--- config.mk ---
export PLATFORM = sky130hd
export DESIGN_NAME = demux1to4_stream
export DESIGN_NICKNAME = d
export VERILOG_FILES = /design/src/rtl/demux1to4_stream.sv
export SDC_FILE = /design/constraint.sdc
export NUM_CORES = 1
export LEC_CHECK = 0
export CAP_MARGIN = 5
export CORE_ASPECT_RATIO = 2
export CORE_MARGIN = 3
export CORE_UTILIZATION = 47
export DETAILED_ROUTE_END_ITERATION = 8
export PLACE_DENSITY = 0.94
export SETUP_SLACK_MARGIN = 0.1
export SYNTH_ARGS = -nofsm -noshare
export SYNTH_HDL_FRONTEND = slang
export SYNTH_SLANG_ARGS = --single-unit
--- constraint.sdc ---
create_clock -name clk -period 3.6 [get_ports clk]
set_clock_uncertainty 0.05 [all_clocks]
set_input_delay 0.54 -clock clk [delete_from_list [all_inputs] [get_ports clk]]
set_output_delay 0.54 -clock clk [all_outputs]
set_load 0.05 [all_outputs]
--- src/rtl/demux1to4_stream.sv ---
// demux1to4_stream: 1-to-4 stream demultiplexer with valid/ready handshakes.
// Each accepted input word goes to the channel named by in_sel. Every channel
// has its own one-entry output register, so a stalled consumer blocks only
// words addressed to its own channel.
//
// Ports:
//   clk, rst_n   clock, asynchronous active-low reset
//   in_valid     producer offers in_data/in_sel
//   in_ready     word is accepted this cycle (depends only on selected channel)
//   in_data      word to route (WIDTH bits)
//   in_sel       destination channel 0..3
//   out_valid[k] channel k holds a word
//   out_ready[k] consumer k takes the word this cycle
//   out_data     channel k data on bits [k*WIDTH +: WIDTH]

// One output channel: a full flag plus a data register.
module demux1to4_chan #(
    parameter int WIDTH = 8
) (
    input  logic             clk,
    input  logic             rst_n,
    input  logic             load,
    input  logic             drain,
    input  logic [WIDTH-1:0] din,
    output logic             full,
    output logic [WIDTH-1:0] dout
);

    // A load wins over a drain: on a simultaneous drain+load the old word
    // leaves and the new one takes its place, so full stays set.
    always_ff @(posedge clk or negedge rst_n) begin
        if (!rst_n) begin
            full <= 1'b0;
            dout <= '0;
        end else if (load) begin
            full <= 1'b1;
            dout <= din;
        end else if (drain) begin
            full <= 1'b0;
        end
    end

endmodule

module demux1to4_stream #(
    parameter int WIDTH = 8
) (
    input  logic               clk,
    input  logic               rst_n,
    input  logic               in_valid,
    output logic               in_ready,
    input  logic [WIDTH-1:0]   in_data,
    input  logic [1:0]         in_sel,
    output logic [3:0]         out_valid,
    input  logic [3:0]         out_ready,
    output logic [4*WIDTH-1:0] out_data
);

    logic [3:0] full;
    logic       accept;

    // Ready looks only at the selected channel; it may accept into a full
    // channel when that channel drains in the same cycle. Gating with rst_n
    // keeps the handshake closed while reset is asserted.
    assign in_ready  = rst_n && (!full[in_sel] || out_ready[in_sel]);
    assign accept    = in_valid && in_ready;
    assign out_valid = full;

    for (genvar k = 0; k < 4; k++) begin : g_chan
        logic load;
        assign load = accept && (in_sel == 2'(k));

        demux1to4_chan #(.WIDTH(WIDTH)) u_chan (
            .clk   (clk),
            .rst_n (rst_n),
            .load  (load),
            .drain (out_ready[k]),
            .din   (in_data),
            .full  (full[k]),
            .dout  (out_data[k*WIDTH +: WIDTH])
        );
    end

endmodule

==> reports/qor.yml, run 1 <==
drt:
  routed_via_density: 5.23
  antenna_left: 0
  drc: 0
  routed-via-count: 937
  drt_first_pass_iters: 3
  wl_per_cell_um: 17.2
  drtIter0Drc: 1
  drt_wl_total_um: 3090
pwr:
  switching_share: 0.385
  power.density_nw_per_um2: 707
  power_leakage_nw: 0.889
  power.total_mw: 1.48
  proportion_of_power_drawn_by_the_clock_network: 0.234
  power.net_switching_mw: 0.570
  ir_drop_v: 0.000625
  share_seq_of_total_power: 0.359
  comb_power_share: 0.407
  internal_power_mw: 0.911
synth:
  ys_seq_area_frac: 0.619
  synth.net_count: 110
  yosysTopAreaCellShare: 0.619
  number_of_register_bits_inferred_by_synthesis: 36
  netlist_instances: 93
  combined_area_of_all_synthesized_cells_um2: 1460
  yosys.area.top_type: "sky130_fd_sc_hd__dfrtp_1"
  syn-mean-instance-area_um2: 15.7
  synthesis.yosys.warnings: 0
  synthTopCellsByArea: "sky130_fd_sc_hd__dfrtp_1, sky130_fd_sc_hd__mux2_2, sky130_fd_sc_hd__buf_4, sky130_fd_sc_hd__nor3b_4, sky130_fd_sc_hd__nand2b_1"
  distinct_cell_type_count_after_synthesis: 20
critical_path:
  reg2reg_setup_slack_ns: 2.02
  worst-endpoint-arrival_ns: 2.54
  slowest_delay_ns: 0.82
  cp_data_required_time_ns: 3.01
  path_cells: "clkdlybuf4s50_1 > nand4bb_1 > o311ai_0 > a21oi_1 > clkdlybuf4s50_1"
  cp_common_cell: "sky130_fd_sc_hd__clkdlybuf4s50_1"
  critical-path-slowest-cell: "sky130_fd_sc_hd__clkdlybuf4s50_1"
  critical_path.n_buffers_inverters: 2
  kind_of_critical_path: "in2out"
  critical-path-top-delay-family: "buffers and inverters"
  setup.worst_path.start_class: "primary input"
  cp_max_fo: 7
  critical_path_sink_type: "output port"
floorplan:
  die_y_um: 84.7
  die-width_um: 45.4
  std_cell_rows: 28
  initial_utilization: 0.489
  io_pins: 54
  area_of_the_die_um2: 3840
  coreArea_um2: 2980
timing:
  tightestPinTransition_ns: 0.565
  timing.setup.tns_ns: 0
  report.final.slew_viol_count: 0
  fmax_mhz: 320
  max_slew_margin: 0.622
  period_share: 0.869
  fin_crit_ns: 3.13
  rsz_0062_raised_after_global_routing: "no"
  worst_setup_slack_after_layout_ns: 0.472
  setup_viol: 0
  report.final.hold_viol_count: 0
place:
  post-place-ws_ns: 0.485
  finalWeightedCongestion: 0.668
  port_buffers: 53
  place.detailed.instances: 171
  dpl-instance-area_um2: 1980
global_routing:
  grt_pass1_vias: 1073
  grt_antenna_before_repair: 0
  grt_pass1_wl_um: 5130
  pin_count_of_the_biggest_net_entering_global_routing: 23
  grtUsageTotal: 0.185
  total_global_routing_overflow: 0
clock_tree:
  clockRootBuffer: "sky130_fd_sc_hd__clkbuf_8"
  numClockSinks: 36
  post_cts.repair.setup_buffers: 0
  tritoncts.num_buffers: 5
  h_tree_levels: 2
  ctsHoldBuffers: 0
  tritoncts: "yes"
  number_of_cells_upsized_or_downsized_after_cts: 0
  cts-root-to-sink-buffers: 2
  worst_setup_hold_path_clk_slew_ns: 0.07
  clk_latency_ns: 0.29
cells_and_area:
  syn_to_final_growth_pct: 43.9
  drive_gt1_frac: 0.309
  final_nets: 165
  fillerInstances: 208
  num_antenna_cells: 0
  layout.cells.non_filler: 179
  layout.cells.most_common: "sky130_fd_sc_hd__clkdlybuf4s50_1"
  final_cell_area_um2: 2100
  mostFrequentLayoutCells: "sky130_fd_sc_hd__clkdlybuf4s50_1, sky130_fd_sc_hd__dfrtp_1, sky130_fd_sc_hd__mux2_2"
run_status:
  outcome: "finished clean"
worst_hold_path:
  hold_class: "in2async"
run:
  max_cap_viol_count: 0
[flip-flops by register name (all words and copies together), names as in the netlist]
name,count
g_chan.u_chan.dout,32
g_chan.u_chan.full,4
[cells by family after synthesis]
logic type             synth area share
AND/OR/NAND/NOR                  0.0851
flip-flops                        0.619
AO/OA/AOI/OAI                    0.0129
buffers and inverters            0.0292
multiplexers                      0.254
[worst register-to-register path, cell delays in order, from the launching register on]
cell and delay (ns):
sky130_fd_sc_hd__dfrtp_1 0.38, sky130_fd_sc_hd__nand2b_1 0.11, sky130_fd_sc_hd__nand4_1 0.47, sky130_fd_sc_hd__mux2_2 0.46
[cell usage after synthesis, drive strengths merged]
cell and instances:
mux2 32, nand2b 3, buf 6, nand3 2, o311ai 1, nand4bb 1, and3 1, nor2 1
nor2b 1, or2 1, nand2 2, dfrtp 36, mux2i 1, nand4 1, nor3b 2, o21ai 1
a21oi 1
[final timing paths]
| kind | from | end | cells after the start |
|---|---|---|---|
| worst max-delay path | in_sel[1] | in_ready | 5 |
| worst min-delay path | rst_n | g_chan[0].u_chan.full | 1 |
| worst max register to register | g_chan[0].u_chan.full | g_chan[0].u_chan.dout[0] | 3 |
| worst min register to register | g_chan[1].u_chan.dout[2] | g_chan[1].u_chan.dout[2] | 1 |
| max in group asynchronous | rst_n | g_chan[2].u_chan.dout[4] | 2 |
| min in group clk | g_chan[1].u_chan.dout[2] | g_chan[1].u_chan.dout[2] | 1 |
[final cells by class]
cell class	instances	area, µm²	area share
timing repair buffer	54	533	0.254
sequential	36	901	0.430
multi-input combinational	51	513	0.245
clock inverter	3	42.5	0.0203
clock buffer	5	68.8	0.0328
tap	30	37.5	0.0179
[per-stage QoR]
step | utilization | hold slack (ns)
global placement | 0.666 | 0.424
finish | 0.704 | 0.125
detailed placement | 0.666 | 0.436
floorplan | - | 0.194
CTS | 0.704 | 0.129
global route | 0.704 | 0.132
[power by group through the flow]
stage / clock, mW / combinational (mW) / sequential, mW
6_report: 0.346 / 0.603 / 0.532
5_1_grt: 0.370 / 0.627 / 0.543
4_1_cts: 0.354 / 0.609 / 0.534
3_5_place_dp: 0 / 0.607 / 0.541
3_3_place_gp: 0 / 0.598 / 0.534
2_1_floorplan: 0 / 0.101 / 0.823
[routing by layer]
layer,routed length [µm],share of wire,vias to the layer above,track usage
met5,0,0,-,0
met4,66,0.021,0,0.0880
met3,189,0.061,6,0.0536
met2,1720,0.56,36,0.322
met1,1110,0.36,461,0.191
li1,-,-,434,-
Power figures use the tool's default switching activity.
==> run 2, diff against run 1 <==
--- a/config.mk
+++ b/config.mk
@@ -10,7 +10,7 @@
 export CORE_MARGIN = 3
 export CORE_UTILIZATION = 47
 export DETAILED_ROUTE_END_ITERATION = 8
-export PLACE_DENSITY = 0.94
+export PLACE_DENSITY = 0.93
 export SETUP_SLACK_MARGIN = 0.1
 export SYNTH_ARGS = -nofsm -noshare
 export SYNTH_HDL_FRONTEND = slang
==> reports/qor.yml, run 2 (synthesis results as in run 1) <==
cells_and_area:
  drive_gt1_frac: 0.309  # unchanged
  syn_to_final_growth_pct: 42.6  # was 43.9%
  num_antenna_cells: 0  # unchanged
  largest_registers: "g_chan.u_chan.dout (32), g_chan.u_chan.full (4)"  # unchanged
  multi_input_comb_area_um2: 513  # unchanged
  regMostFlops: "g_chan.u_chan.dout"  # unchanged
  fillerInstances: 214  # was 208
  mostFrequentLayoutCells: "sky130_fd_sc_hd__clkdlybuf4s50_1, sky130_fd_sc_hd__dfrtp_1, sky130_fd_sc_hd__mux2_2"  # unchanged
  layout.cells.most_common: "sky130_fd_sc_hd__clkdlybuf4s50_1"  # unchanged
  largest_register_ffs: 32  # unchanged
  regArea_um2: 901  # unchanged
  final_nets: 165  # unchanged
pwr:
  power_leakage_nw: 0.886  # was 0.889 nW
  share_seq_of_total_power: 0.374  # was 0.359
  ir_drop_v: 0.000523  # was 0.000625 V
  power.density_nw_per_um2: 687  # was 707 nW/µm²
  internal_power_mw: 0.859  # was 0.911 mW
  power.net_switching_mw: 0.567  # was 0.570 mW
  comb_power_share: 0.424  # was 0.407
  switching_share: 0.398  # was 0.385
  proportion_of_power_drawn_by_the_clock_network: 0.202  # was 0.234
global_routing:
  grt_antenna_before_repair: 0  # unchanged
  total_global_routing_overflow: 0  # unchanged
  grt_pass1_wl_um: 5490  # was 5130 µm
  grt_pass1_vias: 1127  # was 1,073
  pin_count_of_the_biggest_net_entering_global_routing: 40  # was 23
  grtUsageTotal: 0.204  # was 0.185
drt:
  wl_per_cell_um: 18.2  # was 17.2 µm
  routed_via_density: 5.46  # was 5.23
  drt_first_pass_iters: 4  # was 3
  drc: 0  # unchanged
  antenna_left: 0  # unchanged
  routed-via-count: 978  # was 937
  drtIter0Drc: 23  # was 1
  drt_wl_total_um: 3250  # was 3090 µm
floorplan:
  initial_utilization: 0.489  # unchanged
  die_y_um: 84.7  # unchanged
  die-width_um: 45.4  # unchanged
  io_pins: 54  # unchanged
  area_of_the_die_um2: 3840  # unchanged
  coreArea_um2: 2980  # unchanged
  std_cell_rows: 28  # unchanged
timing:
  period_share: 0.853  # was 0.869
  report.final.slew_viol_count: 0  # unchanged
  timing.setup.tns_ns: 0  # unchanged
  report.final.hold_viol_count: 0  # unchanged
  tightestPinTransition_ns: 0.566  # was 0.565 ns
  holdWs_ns: 0.262  # was 0.125 ns
  rsz_0062_raised_after_global_routing: "no"  # unchanged
  fmax_mhz: 326  # was 320 MHz
  max_slew_margin: 0.621  # was 0.622
  fin_crit_ns: 3.07  # was 3.13 ns
  setup_viol: 0  # unchanged
critical_path:
  cp_data_required_time_ns: 3.01  # about the same
  slowest_delay_ns: 0.82  # about the same
  critical_path_sink_type: "output port"  # unchanged
  cp_common_cell: "sky130_fd_sc_hd__clkdlybuf4s50_1"  # unchanged
  critical-path-slowest-cell: "sky130_fd_sc_hd__clkdlybuf4s50_1"  # unchanged
  cp_max_fo: 7  # unchanged
  worst-endpoint-arrival_ns: 2.48  # was 2.54 ns
  path_cells: "clkdlybuf4s50_1 > nand4bb_1 > o311ai_0 > a21oi_1 > clkdlybuf4s50_1"  # unchanged
  kind_of_critical_path: "in2out"  # unchanged
  setup.worst_path.start_class: "primary input"  # unchanged
clock_tree:
  h_tree_levels: 2  # unchanged
  number_of_cells_upsized_or_downsized_after_cts: 0  # unchanged
  worst_setup_hold_path_clk_slew_ns: 0.07  # about the same
  tritoncts: "yes"  # unchanged
  numClockSinks: 36  # unchanged
  ctsHoldBuffers: 0  # unchanged
  post_cts.repair.setup_buffers: 0  # unchanged
  cts-root-to-sink-buffers: 2  # unchanged
  tritoncts.num_buffers: 5  # unchanged
  clk_latency_ns: 0.29  # about the same
  clockRootBuffer: "sky130_fd_sc_hd__clkbuf_8"  # unchanged
worst_hold_path:
  hold_class: "in2async"  # unchanged
run:
  max_cap_viol_count: 0  # unchanged
place:
  port_buffers: 53  # unchanged
  hpwlAfterDp_um: 2500
  finalWeightedCongestion: 0.787  # was 0.668
run_status:
  outcome: "finished clean"  # unchanged
[run 2: changes by cell type in the layout (fill, tap and decap cells not counted)]
cell,delta
sky130_fd_sc_hd__clkinv_2,+1
sky130_fd_sc_hd__clkbuf_8,+1
sky130_fd_sc_hd__bufinv_16,-1
sky130_fd_sc_hd__clkinvlp_4,-1
[run 2: power by group through the flow]
| stage | Sequential, mW | Combinational (mW) | Clock [mW] |
|---|---|---|---|
| global placement | 0.535 | 0.599 | 0 |
| floorplan | 0.823 | 0.101 | 0 |
| global route | 0.546 | 0.627 | 0.316 |
| CTS | 0.535 | 0.611 | 0.299 |
| finish | 0.533 | 0.605 | 0.288 |
| detailed placement | 0.542 | 0.609 | 0 |
[run 2: critical path, delay by kind of cell]
| kind | cells | cell delay (ns) |
|---|---|---|
| and+or+nand+nor | 1 | 0.17 |
| AOI/OAI and AO/OA | 2 | 0.29 |
| buffers and inverters | 2 | 1.47 |
[run 2: final timing paths]
| check | startpoint | end | slack (ns) | cells past startpoint |
|---|---|---|---|---|
| hold reg to reg | g_chan[1].u_chan.dout[2] | g_chan[1].u_chan.dout[2] | 0.44 | 1 |
| min in group clk | g_chan[1].u_chan.dout[2] | g_chan[1].u_chan.dout[2] | 0.44 | 1 |
| setup reg to reg | g_chan[1].u_chan.full | g_chan[1].u_chan.dout[1] | 1.96 | 3 |
| max in group asynchronous | rst_n | g_chan[3].u_chan.dout[6] | 2.90 | 2 |
| hold / removal | rst_n | g_chan[0].u_chan.full | 0.26 | 2 |
| setup / recovery | in_sel[1] | in_ready | 0.53 | 5 |
[run 2: area by class of cell]
type                            instances  share of cell area
Timing Repair Buffer                   54               0.257
Clock inverter                          2             0.00482
Clock buffer                            6              0.0398
Multi-Input combinational cell         51               0.247
Sequential cell                        36               0.434
Tap cell                               30              0.0181
[run 2: routing by layer]
metal | part of all wire | vias up | global-route usage
met5 | 0 | - | 0
met4 | 0.026 | 0 | 0.104
met3 | 0.049 | 7 | 0.0494
met2 | 0.59 | 32 | 0.364
met1 | 0.34 | 500 | 0.203
li1 | - | 439 | -
[run 2: through the flow]
stage	area, µm²	setup slack, ns	instances	power, mW	utilization
after floorplan	1460	1.29	93	0.925	-
after global placement	1980	0.598	171	1.13	0.666
after detailed placement	1980	0.564	171	1.15	0.666
after CTS	2080	0.555	179	1.44	0.697
after global routing	2080	0.434	179	1.49	0.697
final	2080	0.530	179	1.43	0.697
